--- config.mk ---
export PLATFORM = sky130hd
export DESIGN_NAME = mcl_host_req_credit_ctrl
export DESIGN_NICKNAME = d
export VERILOG_FILES = /design/src/rtl/mcl_host_req_credit_ctrl.sv
export SDC_FILE = /design/constraint.sdc
export NUM_CORES = 1
export LEC_CHECK = 0
export ABC_CLOCK_PERIOD_IN_PS = 2300
export BUFFER_PORTS_ARGS = -buffer_cell sky130_fd_sc_hd__buf_2
export CAP_MARGIN = 20
export CORE_ASPECT_RATIO = 0.7
export CORE_MARGIN = 8
export CORE_UTILIZATION = 46
export DETAILED_ROUTE_END_ITERATION = 7
export GPL_TIMING_DRIVEN = 0
export PLACE_DENSITY = 0.86
export REMOVE_ABC_BUFFERS = 1
export SYNTH_ARGS = -nofsm -noshare
export SYNTH_HDL_FRONTEND = slang
export SYNTH_SLANG_ARGS = --single-unit
--- constraint.sdc ---
create_clock -name clk_i -period 2.3 [get_ports clk_i]
set_input_delay 0.46 -clock clk_i [delete_from_list [all_inputs] [get_ports clk_i]]
set_output_delay 0.46 -clock clk_i [all_outputs]
set_load 0.03 [all_outputs]
--- src/rtl/mcl_host_req_credit_ctrl.sv ---
// mcl_host_req_credit_ctrl: packs four FIFO words (LS word first) into one
// request packet and issues it to the manycore endpoint only while an endpoint
// credit is held. Tracks the available credit count for CSR readback.
//   clk_i / reset_i      clock, synchronous active-high reset
//   word_v_i / word_i    FIFO word in; word_ready_o accepts it
//   flush_i              drop the partial packet (ignored once committed)
//   pkt_v_o / pkt_o      packet out; pkt_ready_i accepts it
//   credit_return_v_i    one endpoint credit returned
//   credits_o            available credits
//   fill_cnt_o           words held in the partial packet
//   credit_ovf_o         sticky: credit returned while already at max
module mcl_host_req_credit_ctrl #(
  parameter int fifo_width_p  = 128,
  parameter int word_width_p  = 32,
  parameter int max_credits_p = 16,
  localparam int credit_width_lp = $clog2(max_credits_p + 1)
) (
  input  logic                       clk_i,
  input  logic                       reset_i,
  input  logic                       word_v_i,
  input  logic [word_width_p-1:0]    word_i,
  output logic                       word_ready_o,
  input  logic                       flush_i,
  output logic                       pkt_v_o,
  output logic [fifo_width_p-1:0]    pkt_o,
  input  logic                       pkt_ready_i,
  input  logic                       credit_return_v_i,
  output logic [credit_width_lp-1:0] credits_o,
  output logic [1:0]                 fill_cnt_o,
  output logic                       credit_ovf_o
);

  typedef enum logic {
    FILL  = 1'b0,
    ISSUE = 1'b1
  } state_e;

  localparam logic [credit_width_lp-1:0] max_cred_lp = credit_width_lp'(max_credits_p);
  localparam logic [credit_width_lp-1:0] one_cred_lp = credit_width_lp'(1);

  state_e                     state_q,    state_d;
  logic [1:0]                 fill_cnt_q, fill_cnt_d;
  logic [credit_width_lp-1:0] credits_q,  credits_d;
  logic                       ovf_q,      ovf_d;
  logic [fifo_width_p-1:0]    pkt_q,      pkt_d;

  logic xfer;
  logic send;

  // pkt_v_o comes from registers only; it never looks at pkt_ready_i.
  assign word_ready_o = (state_q == FILL) && !reset_i;
  assign pkt_v_o      = (state_q == ISSUE) && (credits_q != '0);
  assign xfer         = word_v_i && word_ready_o;
  assign send         = pkt_v_o && pkt_ready_i;

  assign pkt_o        = pkt_q;
  assign credits_o    = credits_q;
  assign fill_cnt_o   = fill_cnt_q;
  assign credit_ovf_o = ovf_q;

  always_comb begin
    state_d    = state_q;
    fill_cnt_d = fill_cnt_q;
    pkt_d      = pkt_q;
    unique case (state_q)
      FILL: begin
        // Flush beats a same-cycle word: the word is consumed and dropped.
        if (flush_i) begin
          fill_cnt_d = '0;
        end else if (xfer) begin
          pkt_d[int'(fill_cnt_q)*word_width_p +: word_width_p] = word_i;
          fill_cnt_d = fill_cnt_q + 2'd1;
          if (fill_cnt_q == 2'd3) begin
            state_d = ISSUE;
          end
        end
      end
      ISSUE: begin
        if (send) begin
          state_d = FILL;
        end
      end
      default: state_d = FILL;
    endcase
  end

  always_comb begin
    credits_d = credits_q;
    ovf_d     = ovf_q;
    if (send && !credit_return_v_i) begin
      credits_d = credits_q - one_cred_lp;
    end else if (credit_return_v_i && !send) begin
      if (credits_q == max_cred_lp) begin
        ovf_d = 1'b1;
      end else begin
        credits_d = credits_q + one_cred_lp;
      end
    end
  end

  always_ff @(posedge clk_i) begin
    if (reset_i) begin
      state_q    <= FILL;
      fill_cnt_q <= '0;
      credits_q  <= max_cred_lp;
      ovf_q      <= 1'b0;
    end else begin
      state_q    <= state_d;
      fill_cnt_q <= fill_cnt_d;
      credits_q  <= credits_d;
      ovf_q      <= ovf_d;
    end
  end

  // Packet data needs no reset; it is only meaningful while pkt_v_o is high.
  always_ff @(posedge clk_i) begin
    pkt_q <= pkt_d;
  end

endmodule

# Word level (Yosys, flattened, before mapping)
# Cells that the tools add are included.
[op_classes] add_sub_neg=4 n_eq_ne=3 n_shift=2 n_mux=11 bitwise_logic=3 n_reduce_logical=16
[ops] operator="128-bit bitwise mux" n=1
[ops] operator="32-bit by 33-bit variable shift with 128-bit output (first input constant)" n=1
[ops] operator="32-bit by 33-bit variable part select with 128-bit output" n=1
[ops] operator="7-bit negation with 33-bit output" n=1
[ops] operator="5-bit two-way mux" n=3
[ops] operator="1-bit logical AND" n=6
[ops] operator="3-bit AND reduction" n=2
[ops] operator="5-bit by 1-bit adder with 5-bit output (second input constant)" n=1
[ops] operator="5-bit equality test (second input constant)" n=1
[ops] operator="5-bit nonzero test" n=1
[ops] operator="5-bit by 1-bit subtractor with 5-bit output (second input constant)" n=1
[ops] operator="1-bit two-way mux" n=4
[ops] operator="2-bit two-way mux" n=2
[ops] operator="2-bit AND reduction" n=2
[ops] operator="2-bit nonzero test" n=2
[ops] operator="1-bit zero test" n=3
[ops] operator="1-bit NOT" n=3
[ops] operator="2-bit by 1-bit adder with 2-bit output (second input constant)" n=1
[ops] operator="2-bit equality test (second input constant)" n=1
[ops] operator="2-bit != test (second input constant)" n=1
[ops] operator="1-bit one-hot mux with 2 select lines" n=1
[totals] regBits=137 inputBits=38 out_inout_bits=138 word_cells=44

# Longest topological paths before layout
# Gate-level depths: netlist of run 1.
[logic_depth] word_depth=7 mapped_depth=10 depth_no_buf=10

# Worst setup path after synthesis of run 1
# OpenSTA, ideal clock, no wires.
[synth_path] path_type="register to register" from="reg credits_q[0], in the netlist credits_o[0]" to="reg credits_q[4], in the netlist credits_o[4]" setup_time_ns=0.142 t_arrival_ns=2.977 required_ns=2.158 setup_slack_ns=-0.819 stages_incl_launch_ff=11 path_buffers=0 period_less_slack_ns=3.119 path_cell_list="dfxtp_1 -> nor4_4 -> a21boi_1 -> and2_4 -> ha_1 -> inv_1 -> fa_1 -> nand2b_1 -> a221o_1 -> o221ai_1 -> o311ai_1"
[synth_between] elab_chain_len=7 word_cells_on_any_way=15 cone_classes="2 x add/sub; 2 x eq/ne; 3 x mux; 8 x reduce/logical"
[synth_rtl] element="start, declared" line_no="43" source="logic [credit_width_lp-1:0] credits_q, credits_d;"
[synth_rtl] element="start signal, assigned" line_no="105" source="credits_q <= max_cred_lp;"
[synth_rtl] element="start signal, assigned" line_no="110" source="credits_q <= credits_d;"
[synth_rtl] element="5-bit nonzero test *" line_no="52" source="assign pkt_v_o = (state_q == ISSUE) && (credits_q != '0);"
[synth_rtl] element="1-bit logical AND *" line_no="52"
[synth_rtl] element="net pkt_v_o" line_no="24" source="output logic pkt_v_o,"
[synth_rtl] element="1-bit logical AND *" line_no="54" source="assign send = pkt_v_o && pkt_ready_i;"
[synth_rtl] element="1-bit zero test" line_no="92" source="end else if (credit_return_v_i && !send) begin"
[synth_rtl] element="1-bit logical AND" line_no="92"
[synth_rtl] element="2-bit nonzero test (no line)"
[synth_rtl] element="2-bit AND reduction (no line)"
# The timed path passes the listed nets; every way through them passes the cells marked *. The select of a mux whose other input is x is not followed.
# A chain may end at the register's enable or synchronous reset.

# Final worst setup path of run 1
[layout_path] from="reg credits_q[4], in the netlist credits_o[4]" to="reg credits_q[4], in the netlist credits_o[4]"
[layout_between] elab_chain_len=7 word_cells_on_any_way=15 cone_classes="2 x add/sub; 2 x eq/ne; 3 x mux; 8 x reduce/logical"
[layout_rtl] element="branches (longest 7 deep; another with 5-bit by 1-bit adder with 5-bit output)"
# Parallel ways; which one is timed is not known. The select of a mux whose other input is x is not followed.

==> flow_summary.ini, run 1 <==
[run_status]
outcome = finished clean

[run]
maxCapViolCount = 0

[detailed_routing]
drt_pass1_iterations = 4
drtIter0Drc = 231
antenna_left = 0
routed_wl_mm = 12.9
wl_per_cell_um = 18.2
remaining_drc_errors = 0
vias_per_cell = 4.81
vias = 3402

[yosys]
synthArstFlopShare_pct = 0
syn_area_um2 = 5410
netlist.area_leader.share_pct = 71.0
ys_seq_elements = 137
synthCells = 345
synth_area_leaders = edfxtp_1 71%, and2_1 15%, dfxtp_1 3.3%, ha_1 2.3%, nor3b_2 0.69%
syn-mean-instance-area_um2 = 15.7
synth_ff_type = edfxtp_1
yosys-top-cells-count = 132 x and2_1, 128 x edfxtp_1, 10 x ha_1
synth.largest_area_cell = edfxtp_1
synth-edff-count = 128
synth_seq_area_share_pct = 74.3
synth_cell_types = 35
synth-warning-count = 0
synth.most_common_cell = and2_1

[place]
dpl.cell_count = 668
port-buffer-count = 175
dp_hpwl_mm = 8.89
gp_congestion = 0.728

[cts]
cts-buffers-inserted = 17
htreeDepth = 4
cts_root_buffer = clkbuf_16
clock-sinks = 137
clkLatencyLatePin_ns = 0.40
postCtsHoldBufs = 0
cts_tree = done
clk_pin_slew_worst_paths_ns = 0.06
clock_path_buffers = 2

[global_route]
antenna_found_initial = 0
grt_pass1_wl_mm = 19.6
grt_pass1_vias = 3624
grt_max_degree = 34
grt.overflow.total = 0
grt_usage_pct = 15.9

[setup_path]
r2r-start = credits_o[4]
setup.worst_path.class = flip-flop to flip-flop
crit_required_ns = 2.57
cp-end-kind = flip-flop
critPathLaunchType = flip-flop
cp.arrival_ns = 2.54
crit_fanout = 7
startpoint = credits_o[4]

[power_and_ir_drop]
p_comb_share_pct = 6.2
power_frac_seq_pct = 48.5
peakVddDrop_mv = 0.614
power.switching_uw = 1300
powerDensity_nw_per_um2 = 786
p_int_uw = 4390
cellLeakagePower_uw = 0.00306
p_sw_share_pct = 22.9
clock_power_share_pct = 45.3

[finish]
drive_above_1_share_pct = 44.6
nets = 587
antennaDiodeCount = 0
stdcell_count = 708
area_delta_synth_final_pct = 33.9

[timing]
timing.hold.ws_ns = 0.366
fin_crit_sh_pct = 98.5
fin_skew_ns = 0.00733
relSlewSlack_pct = 39.1
tightest_slew_ns = 0.914
slew_violations = 0
rsz0062_at_grt = yes
finalHoldViolCount = 0
fmax_mhz = 441
setup_viol = 0
fin_crit_ns = 2.27

[floorplanning]
core_um2 = 11600
initial_core_util_pct = 46.7
die_area_um2 = 15600
std_cell_rows = 33
die_h_um = 107
die_width_um = 146
ios = 176

[hold_path]
hold_class = input port to flip-flop
hp-start = word_i[3]
-- layer usage --
layer / part of all wire, % / vias to the layer above / track usage, %
met2: 48 / 147 / 26.5
met4: 0.88 / 0 / 4.66
met5: 0 / - / 0
li1: - / 1602 / -
met3: 10 / 15 / 7.03
met1: 41 / 1638 / 18.6
-- worst paths after layout --
kind | endpoint | slack, ns | cells past startpoint
min reg2reg | credit_ovf_o | 0.49 | 2
min | pkt_o[99] | 0.37 | 2
max | credits_o[4] | 0.03 | 10
max reg2reg | credits_o[4] | 0.03 | 10
-- flip-flops by register name, summed over array words and instances, names as in the netlist --
register,flops
state_q,1
fill_cnt_o,2
credits_o,5
pkt_o,128
credit_ovf_o,1
-- cells in the final DEF (no fill, tap or decap), types with 3 or more instances in the layout --
cell and instances:
and2_2 4, clkinvlp_4 4, buf_2 175, and2_1 128, nor2_1 9, inv_1 7
edfxtp_1 128, xnor2_1 3, clkbuf_16 17, dfxtp_1 3, inv_6 6, a21oi_1 3
buf_4 6, nor3b_4 3, buf_8 3, dfxtp_4 5, ha_1 8
-- worst max-delay path, cell delays in order, from the launching register on --
cell and delay (ns):
dfxtp_4 0.39, inv_1 0.07, a21boi_2 0.15, and2_4 0.17, ha_4 0.18, inv_2 0.07
fa_2 0.34, nand2b_4 0.16, a221o_1 0.31, o221ai_2 0.18, o311ai_1 0.12
-- power by group through the flow --
stage | clock [uW] | sequential (uW) | combinational [uW]
floorplan | 0 | 2880 | 116
global placement | 0 | 2820 | 296
detailed placement | 0 | 2820 | 324
CTS | 2620 | 2770 | 351
global route | 2710 | 2770 | 376
finish | 2580 | 2770 | 351
-- area by class of cell --
class	count	area [um^2]
repair buffers	187	1030
clock inverters	14	136
flip-flops and latches	137	4040
fillers	850	4360
inverters	9	33.8
clock buffers	18	429
well taps	157	196
multi-input cells	186	1370
-- timing repair --
item	in CTS	in global routing
endpoints found under the hold margin	0	0
resized for setup	14	5
buffers inserted	5	3
setup endpoints to repair	69	18
pin swaps	4	2
-- metrics by stage --
step | worst slack, ns | utilization, % | TNS [ns] | instance area, um^2 | power (uW)
final | 0.0348 | 62.5 | 0 | 7250 | 5700
after global routing | -0.0731 | 62.5 | -0.0749 | 7250 | 5850
after CTS | -0.0255 | 61.9 | -0.0255 | 7190 | 5730
after detailed placement | -0.407 | 56.3 | -4.53 | 6530 | 3140
after global placement | -0.656 | 55.4 | -140.99 | 6430 | 3110
after floorplan | -0.819 | - | -2.02 | 5360 | 3000
-- cell families after synthesis --
group | Yosys count | synth area share [%]
and+or+nand+nor | 157 | 18.7
DFF | 137 | 74.3
buffers and inverters | 22 | 1.69
AOI/OAI and AO/OA | 14 | 1.99
adders and majority gates | 11 | 2.68
xor gates and xnor gates | 3 | 0.485
muxes | 1 | 0.185
Power figures use the tool's default switching activity.
==> run 2, diff against run 1 <==
--- a/config.mk
+++ b/config.mk
@@ -8,12 +8,14 @@
 export ABC_CLOCK_PERIOD_IN_PS = 2300
 export BUFFER_PORTS_ARGS = -buffer_cell sky130_fd_sc_hd__buf_2
 export CAP_MARGIN = 20
+export CELL_PAD_IN_SITES_DETAIL_PLACEMENT = 0
+export CELL_PAD_IN_SITES_GLOBAL_PLACEMENT = 1
 export CORE_ASPECT_RATIO = 0.7
 export CORE_MARGIN = 8
-export CORE_UTILIZATION = 46
+export CORE_UTILIZATION = 25
 export DETAILED_ROUTE_END_ITERATION = 7
 export GPL_TIMING_DRIVEN = 0
-export PLACE_DENSITY = 0.86
+export PLACE_DENSITY = 0.65
 export REMOVE_ABC_BUFFERS = 1
 export SYNTH_ARGS = -nofsm -noshare
 export SYNTH_HDL_FRONTEND = slang
==> flow_summary.ini, run 2 (synthesized netlist as in run 1, its figures left out) <==
[setup_path]
r2r-start = credits_o[1]
cp.arrival_ns = 2.54
setup.worst_path.class = flip-flop to flip-flop
r2r_slack_ns = 0.05
critPathLaunchType = flip-flop
startpoint = credits_o[1]
crit_fanout = 5
crit_required_ns = 2.59
reg2reg_depth = 9
rr_endpoint = credits_o[4]
cp-end-kind = flip-flop

[hold_path]
holdPathEnd = pkt_o[119]
hp-start = word_i[23]
hold_class = input port to flip-flop
min_path_cells = 2

[global_route]
grt_max_degree = 23
grt_pass1_vias = 3613
grt_pass1_wl_mm = 22.5
grt.overflow.total = 0
grt_usage_pct = 11.3
antenna_found_initial = 1

[run_status]
outcome = finished clean

[floorplanning]
initial_core_util_pct = 25.2
ios = 176
std_cell_rows = 45
die_width_um = 192
die_area_um2 = 26700
die_h_um = 139
core_um2 = 21500

[power_and_ir_drop]
peakVddDrop_mv = 0.354
cellLeakagePower_uw = 0.00316
powerDensity_nw_per_um2 = 772

[timing]
finalHoldViolCount = 0
tightest_slew_ns = 0.600
fin_crit_sh_pct = 98.0
setup_viol = 0
relSlewSlack_pct = 60.0
timing.hold.ws_ns = 0.356
slew_violations = 0
fin_skew_ns = 0.00768
fin_crit_ns = 2.25
fmax_mhz = 444
rsz0062_at_grt = yes

[finish]
drive_above_1_share_pct = 45.9
largest_reg_flops = 128
design_area_um2 = 7600
nets = 600
final_common_cell = buf_2
area_delta_synth_final_pct = 40.4
fill_cells = 2100
utilization_pct = 35.4
final_cell_mix = 175 x buf_2, 128 x and2_1, 128 x edfxtp_1

[place]
placed_area_um2 = 6820
gp_congestion = 0.727
port-buffer-count = 175
dp_hpwl_mm = 10.9

[detailed_routing]
remaining_drc_errors = 0
routed_wl_mm = 15.2
wl_met2_mm = 7.04
vias_per_cell = 4.05
vias = 3429
drtIter0Drc = 144
wl_met1_mm = 6.86
wl_met3_mm = 1.11
drt_pass1_iterations = 4
top_layer_used = met5
antenna_left = 0
wl_per_cell_um = 17.9

[cts]
cts_tree = done
cts_root_buffer = clkbuf_16
postCtsHoldBufs = 0
clkLatencyLatePin_ns = 0.41
cts-buffers-inserted = 17
htreeDepth = 4
clock-sinks = 137
clock_path_buffers = 2
clk_pin_slew_worst_paths_ns = 0.07

[run]
maxCapViolCount = 0
run 2: cell count changes in the layout (fill, tap and decap cells not counted), moves of 2 or more:
| cell | previous run | this run |
|---|---|---|
| buf_16 | 1 | 6 |
| buf_4 | 6 | 17 |
| buf_8 | 3 | 0 |
| clkinv_4 | 1 | 3 |
| inv_6 | 6 | 4 |
run 2: worst max-delay path by stage:
stage / end / cells after the start
floorplan: credits_o[4] / 10
global placement: pkt_o[41] / 4
detailed placement: credits_o[4] / 10
CTS: credits_o[4] / 10
global route: credits_o[4] / 9
finish: credits_o[4] / 9
run 2: metal layers:
metal / up-vias / track usage, %
met2: 105 / 17.6
met3: 11 / 4.42
met1: 1686 / 14.1
li1: 1625 / -
met4: 2 / 3.52
met5: - / 0
run 2: report_power, final:
part	switching [uW]	total (uW)	leakage, uW	internal (uW)
sequential	22.2	2760	0.00133	2740
combinational	225	382	0.00155	157
clock	1100	2720	0.000276	1620
total	1350	5870	0.00316	4520
run 2: layout make-up:
| class | count | area, um^2 | area share (%) |
|---|---|---|---|
| antenna | 1 | 2.50 | 0.0329 |
| timing repair buffer | 200 | 1210 | 15.9 |
| clock inverter | 15 | 166 | 2.19 |
| inverter | 9 | 33.8 | 0.444 |
| tap | 282 | 353 | 4.64 |
| multi-input combinational | 186 | 1370 | 18.0 |
| sequential | 137 | 4040 | 53.2 |
| clock buffer | 17 | 425 | 5.60 |
run 2: timing repair:
item / 4_1_cts / 5_1_grt
buffers inserted: 9 / 8
endpoints found under the setup margin: 115 / 2
pin swaps: 3 / 3
gates resized for setup: 13 / 5
run 2: through the flow:
stage	total power (uW)	setup WS (ns)	cells	TNS (ns)
finish	5870	0.0455	847	0
floorplan	3000	-0.819	332	-2.02
global placement	3130	-0.966	789	-215.69
detailed placement	3170	-0.380	797	-21.61
CTS	5930	-0.0614	838	-0.0614
global route	6050	-0.0138	846	-0.0138
run 2: worst max-delay path: stages, from the launching register on:
cell and delay [ns]:
dfxtp_4 0.37, nor4_4 0.32, a21boi_1 0.12, and2_4 0.17, ha_4 0.18, ha_4 0.30
nand2b_4 0.06, a221o_1 0.29, o221ai_1 0.20, o311ai_1 0.12
